File: src/rtl/spi_peripheral.sv
// spi_peripheral: mode-0 SPI target, MSB first, full duplex.
// Oversamples sck/mosi/cs_n on clk; one-deep tx buffer, rx word out.
module spi_peripheral #(
  parameter int DATA_WIDTH  = 8,
  parameter int SYNC_STAGES = 2
) (
  input  logic                  clk,
  input  logic                  rst,
  input  logic                  sck,
  input  logic                  mosi,
  input  logic                  cs_n,
  output logic                  miso,
  output logic                  miso_oe,
  input  logic [DATA_WIDTH-1:0] tx_data,
  input  logic                  tx_valid,
  output logic                  tx_ready,
  output logic [DATA_WIDTH-1:0] rx_data,
  output logic                  rx_valid,
  output logic                  tx_underrun,
  output logic                  busy
);

  localparam int W  = DATA_WIDTH;
  localparam int CW = (W > 1) ? $clog2(W) : 1;
  localparam logic [CW-1:0] LAST = CW'(W - 1);

  typedef enum logic {IDLE, ACTIVE} state_t;

  logic [SYNC_STAGES-1:0] sck_s_q;
  logic [SYNC_STAGES-1:0] mosi_s_q;
  logic [SYNC_STAGES-1:0] cs_s_q;
  logic                   sck_d1_q;
  logic                   cs_d1_q;
  logic [SYNC_STAGES:0]   fill_q;

  state_t          state_q;
  logic [CW-1:0]   cnt_q;
  logic [W-1:0]    tx_shift_q;
  logic [W-2:0]    rx_shift_q;
  logic [W-1:0]    rx_data_q;
  logic            rx_valid_q;
  logic            tx_underrun_q;
  logic            miso_q;
  logic            miso_oe_q;
  logic            busy_q;
  logic [W-1:0]    buf_q;
  logic            buf_full_q;

  logic            sck_l;
  logic            mosi_l;
  logic            cs_l;
  logic            sck_rise;
  logic            sck_fall;
  logic            cs_rise;
  logic            cs_fall;
  logic            accept;
  logic            reload;
  logic [W-1:0]    load_word_d;
  logic [W-1:0]    rx_word_d;

  assign sck_l  = sck_s_q[SYNC_STAGES-1];
  assign mosi_l = mosi_s_q[SYNC_STAGES-1];
  assign cs_l   = cs_s_q[SYNC_STAGES-1];

  assign sck_rise = sck_l & ~sck_d1_q;
  assign sck_fall = ~sck_l & sck_d1_q;
  assign cs_rise  = cs_l & ~cs_d1_q;
  // fill_q hides the fake cs_n fall that a low cs_n makes right after reset
  assign cs_fall  = ~cs_l & cs_d1_q & fill_q[SYNC_STAGES];

  assign accept      = tx_valid & ~buf_full_q;
  assign load_word_d = buf_full_q ? buf_q : '0;
  assign rx_word_d   = {rx_shift_q, mosi_l};

  assign reload = ((state_q == IDLE) & cs_fall) |
                  ((state_q == ACTIVE) & ~cs_rise &
                   sck_fall & (cnt_q == '0));

  // Input synchronizers, edge delay flops and post-reset settle tracker
  always_ff @(posedge clk) begin
    if (rst) begin
      sck_s_q  <= '0;
      mosi_s_q <= '0;
      cs_s_q   <= '1;
      sck_d1_q <= 1'b0;
      cs_d1_q  <= 1'b1;
      fill_q   <= '0;
    end else begin
      sck_s_q  <= {sck_s_q[SYNC_STAGES-2:0], sck};
      mosi_s_q <= {mosi_s_q[SYNC_STAGES-2:0], mosi};
      cs_s_q   <= {cs_s_q[SYNC_STAGES-2:0], cs_n};
      sck_d1_q <= sck_l;
      cs_d1_q  <= cs_l;
      fill_q   <= {fill_q[SYNC_STAGES-1:0], 1'b1};
    end
  end

  // One-deep tx buffer; a reload sees the pre-cycle contents
  always_ff @(posedge clk) begin
    if (rst) begin
      buf_q      <= '0;
      buf_full_q <= 1'b0;
    end else if (accept) begin
      buf_q      <= tx_data;
      buf_full_q <= 1'b1;
    end else if (reload) begin
      buf_full_q <= 1'b0;
    end
  end

  // Frame FSM: select tracking, shift registers and registered outputs
  always_ff @(posedge clk) begin
    if (rst) begin
      state_q       <= IDLE;
      cnt_q         <= '0;
      tx_shift_q    <= '0;
      rx_shift_q    <= '0;
      rx_data_q     <= '0;
      rx_valid_q    <= 1'b0;
      tx_underrun_q <= 1'b0;
      miso_q        <= 1'b0;
      miso_oe_q     <= 1'b0;
      busy_q        <= 1'b0;
    end else begin
      rx_valid_q    <= 1'b0;
      tx_underrun_q <= 1'b0;
      if (reload) begin
        tx_shift_q    <= load_word_d;
        miso_q        <= load_word_d[W-1];
        tx_underrun_q <= ~buf_full_q;
      end
      unique case (state_q)
        IDLE: begin
          if (cs_fall) begin
            state_q   <= ACTIVE;
            cnt_q     <= '0;
            busy_q    <= 1'b1;
            miso_oe_q <= 1'b1;
          end
        end
        ACTIVE: begin
          if (cs_rise) begin
            state_q   <= IDLE;
            cnt_q     <= '0;
            busy_q    <= 1'b0;
            miso_oe_q <= 1'b0;
            miso_q    <= 1'b0;
          end else if (sck_rise) begin
            rx_shift_q <= rx_word_d[W-2:0];
            if (cnt_q == LAST) begin
              cnt_q      <= '0;
              rx_data_q  <= rx_word_d;
              rx_valid_q <= 1'b1;
            end else begin
              cnt_q <= cnt_q + CW'(1);
            end
          end else if (sck_fall && cnt_q != '0) begin
            tx_shift_q <= tx_shift_q << 1;
            miso_q     <= tx_shift_q[W-2];
          end
        end
        default: state_q <= IDLE;
      endcase
    end
  end

  assign miso        = miso_q;
  assign miso_oe     = miso_oe_q;
  assign tx_ready    = ~buf_full_q;
  assign rx_data     = rx_data_q;
  assign rx_valid    = rx_valid_q;
  assign tx_underrun = tx_underrun_q;
  assign busy        = busy_q;

endmodule

File: config.mk
export PLATFORM = sky130hd
export DESIGN_NAME = spi_peripheral
export DESIGN_NICKNAME = d
export VERILOG_FILES = /design/src/rtl/spi_peripheral.sv
export SDC_FILE = /design/constraint.sdc
export NUM_CORES = 1
export LEC_CHECK = 0
export BUFFER_PORTS_ARGS = -buffer_cell sky130_fd_sc_hd__buf_2
export CORE_MARGIN = 2
export CORE_UTILIZATION = 55
export CTS_BUF_LIST = sky130_fd_sc_hd__clkbuf_4
export DETAILED_ROUTE_END_ITERATION = 8
export PLACE_DENSITY = 0.77
export SKIP_LAST_GASP = 1
export SYNTH_ARGS = -nofsm -noshare
export SYNTH_HDL_FRONTEND = slang
export SYNTH_SLANG_ARGS = --single-unit
export TNS_END_PERCENT = 20
File: constraint.sdc
create_clock -name clk -period 3.1 [get_ports clk]
set_input_delay 0.31 -clock clk [delete_from_list [all_inputs] [get_ports clk]]
set_output_delay 0.31 -clock clk [all_outputs]
set_load 0.1 [all_outputs]
==> metrics.yaml <==
cts:
  cts-resized-gates: 0
  clkSinkCount: 50
  clkTransAtPathRegs_ns: 0.13
  root_buffer: "clkbuf_4"
  cts_setup_buffers: 0
  cts_tree: "done"
  postCtsHoldBufs: 0
  h-tree-depth: 2
  cts_buffers: 5
  clk_path_buf_depth: 2
  clock_latency_ns: 0.37
placed_design:
  place_congestion: 0.751
  dp.cells: 278
  hpwl_um: 2340
  pre_cts_slack_ns: 1.37
  io_buffers: 27
cells_and_area:
  final_cell_mix: "dfxtp_1, nand2_1, a21oi_1"
  post-route-util_pct: 63.5
  nFillCells: 317
  finalNetCount: 256
  layout_commonest_cell: "dfxtp_1"
  final_cell_count_no_fill: 285
  diodes: 0
  drive_gt1_share_pct: 18.4
  area_growth_pct: 10.7
logic_synthesis:
  avgSynthCellArea_um2: 8.93
  syn-num-nets: 233
  synth_area_leaders: "dfxtp_1, nand2_1, a21oi_1"
  yosys_warnings: 0
  syn_inst: 216
  netlist_area_um2: 1930
  synth_top_area_share_pct: 51.9
  ys_ff_latch: 50
  ys_seq_area_share_pct: 51.9
  synth.distinct_cells: 33
  yosys.area.top_type: "dfxtp_1"
timing:
  slew_headroom_pct: 60.7
  setup_viol: 0
  rsz0062_at_grt: "no"
  finalHoldViolations: 0
  drv_slew: 0
  setup_tns_ns: 0
  fmax_mhz: 575
  fin_crit_ns: 1.74
  finClkSkew_ns: 0.00814
  worst_slew_pin_slew_ns: 0.589
  post-route-period-util_pct: 56.1
  final_critical_path_setup_slack_ns: 1.36
critical_path:
  crit_required_ns: 3.37
  start_kind: "flop"
  cp-end-kind: "flop"
  cp_max_fo: 6
  worstSetupPathType: "reg -> reg"
  crit_arrival_ns: 2.01
global_route:
  antenna_found_initial: 0
  overflow: 0
  grt_pass1_vias: 1367
  track_usage_pct: 18.4
  grt_max_degree: 28
  grt_pass1_wl_um: 5790
pwr:
  irDropWorstVdd_v: 0.000306
  internal_power_uw: 847
  pwr_density_cell_nw_per_um2: 520
  switching_share_pct: 23.7
  comb_power_share_pct: 7.3
  p_leak_uw: 0.000820
  switching_power_uw: 264
  seqPwrFrac_pct: 60.1
  p_total_uw: 1110
  clkPwrFrac_pct: 32.5
floorplanning:
  core-area_um2: 3360
  die-area_um2: 4000
  io_pins: 28
  die_h_um: 63.2
  die_w_um: 63.2
  row_count: 21
  initial_core_util_pct: 57.4
route:
  ant_nets: 0
  vias: 1494
  post-route-drc-count: 0
  firstDrtPassIters: 4
  vias_per_cell: 5.24
  post_drt_wl_per_cell_um: 11.7
  drtIter0Drc: 107
  wl_um: 3340
flow_run:
  max-cap-violations: 0
status:
  outcome: "complete, no violations"
hold_path:
  worstHoldPathType: "in -> reg"
[stage by stage]
step / cell area, µm² / hold slack, ns
after global routing: 2140 / 0.0881
after floorplan: 1930 / 0.389
after CTS: 2140 / 0.0956
final: 2140 / 0.105
after detailed placement: 2060 / 0.407
after global placement: 2060 / 0.391
[area by class of cell]
cell class	instances	area (µm²)	share of cell area, %
inverters	5	18.8	0.879
multi-input cells	149	840	39.3
clock buffers	5	37.5	1.76
well taps	46	57.6	2.69
flip-flops and latches	50	1000	46.9
clock inverters	2	38.8	1.82
repair buffers	28	143	6.68
[sequential cells by signal, indices dropped and copies added (netlist names), 2 cells and up]
name	cells
buf_q	8
cnt_q	3
cs_s_q	2
fill_q	3
mosi_s_q	2
rx_data	8
rx_shift_q	7
sck_s_q	2
tx_shift_q	7
[worst max-delay path, stage by stage, from the launching register on]
cell      delay [ns]
dfxtp_1         0.40
inv_1           0.06
ha_1            0.20
and4bb_2        0.24
a31oi_4         0.25
nor3_2          0.11
a221o_1         0.38
[power by group through the flow]
stage | logic, µW | registers [µW] | clock network (µW)
2_1_floorplan | 56.0 | 690 | 0
3_3_place_gp | 81.2 | 682 | 0
3_5_place_dp | 81.6 | 682 | 0
4_1_cts | 81.7 | 668 | 372
5_1_grt | 88.9 | 671 | 399
6_report | 81.3 | 668 | 361
[layer usage]
| metal | vias to the layer above | global-route usage, % | share of wire (%) |
|---|---|---|---|
| li1 | 781 | - | - |
| met1 | 663 | 24.9 | 49 |
| met2 | 42 | 27.3 | 42 |
| met3 | 8 | 4.46 | 6.5 |
| met4 | 0 | 9.78 | 2.4 |
| met5 | - | 0 | 0 |
[cell usage after synthesis]
| library cell | number |
|---|---|
| and4bb_2 | 1 |
| nor3_2 | 1 |
| nand2_1 | 45 |
| o22ai_1 | 1 |
| a31oi_1 | 1 |
| a221oi_1 | 1 |
| nor3_1 | 1 |
| a2bb2oi_1 | 1 |
| and4bb_4 | 1 |
| inv_1 | 5 |
| a21oi_1 | 28 |
| a31oi_4 | 1 |
| a32oi_1 | 2 |
| or2_2 | 4 |
| buf_6 | 2 |
| and2_1 | 1 |
| buf_4 | 2 |
| mux2i_1 | 1 |
| nand2b_2 | 1 |
| buf_2 | 2 |
| nand3_1 | 12 |
| nand3b_1 | 1 |
| o21ai_0 | 2 |
| a221o_1 | 6 |
| nor2b_1 | 21 |
| buf_1 | 1 |
| dfxtp_1 | 50 |
| nor2_1 | 8 |
| nand2b_1 | 1 |
| ha_1 | 3 |
| and3_1 | 1 |
| clkbuf_1 | 5 |
| nand4_1 | 3 |
[logic make-up after synthesis]
kind of cell / count (synthesis) / share of synthesized area [%]
AOI/OAI and AO/OA: 43 / 14.5
adders and majority gates: 3 / 1.95
buffers and inverters: 17 / 4.60
DFF: 50 / 51.9
muxes: 1 / 0.519
and+or+nand+nor: 102 / 26.6
[path summary, 6_finish.rpt]
path	startpoint	to	slack (ns)	cells after the start
max reg2reg	cnt_q[0]$_SDFFE_PP0P_	tx_shift_q[3]$_SDFF_PP0_	1.36	6
min reg2reg	cs_s_q[0]$_SDFF_PP1_	cs_s_q[1]$_SDFF_PP1_	0.44	1
max	cnt_q[0]$_SDFFE_PP0P_	tx_shift_q[3]$_SDFF_PP0_	1.36	6
min	cs_n	cs_s_q[0]$_SDFF_PP1_	0.10	2
Power figures use the tool's default switching activity.
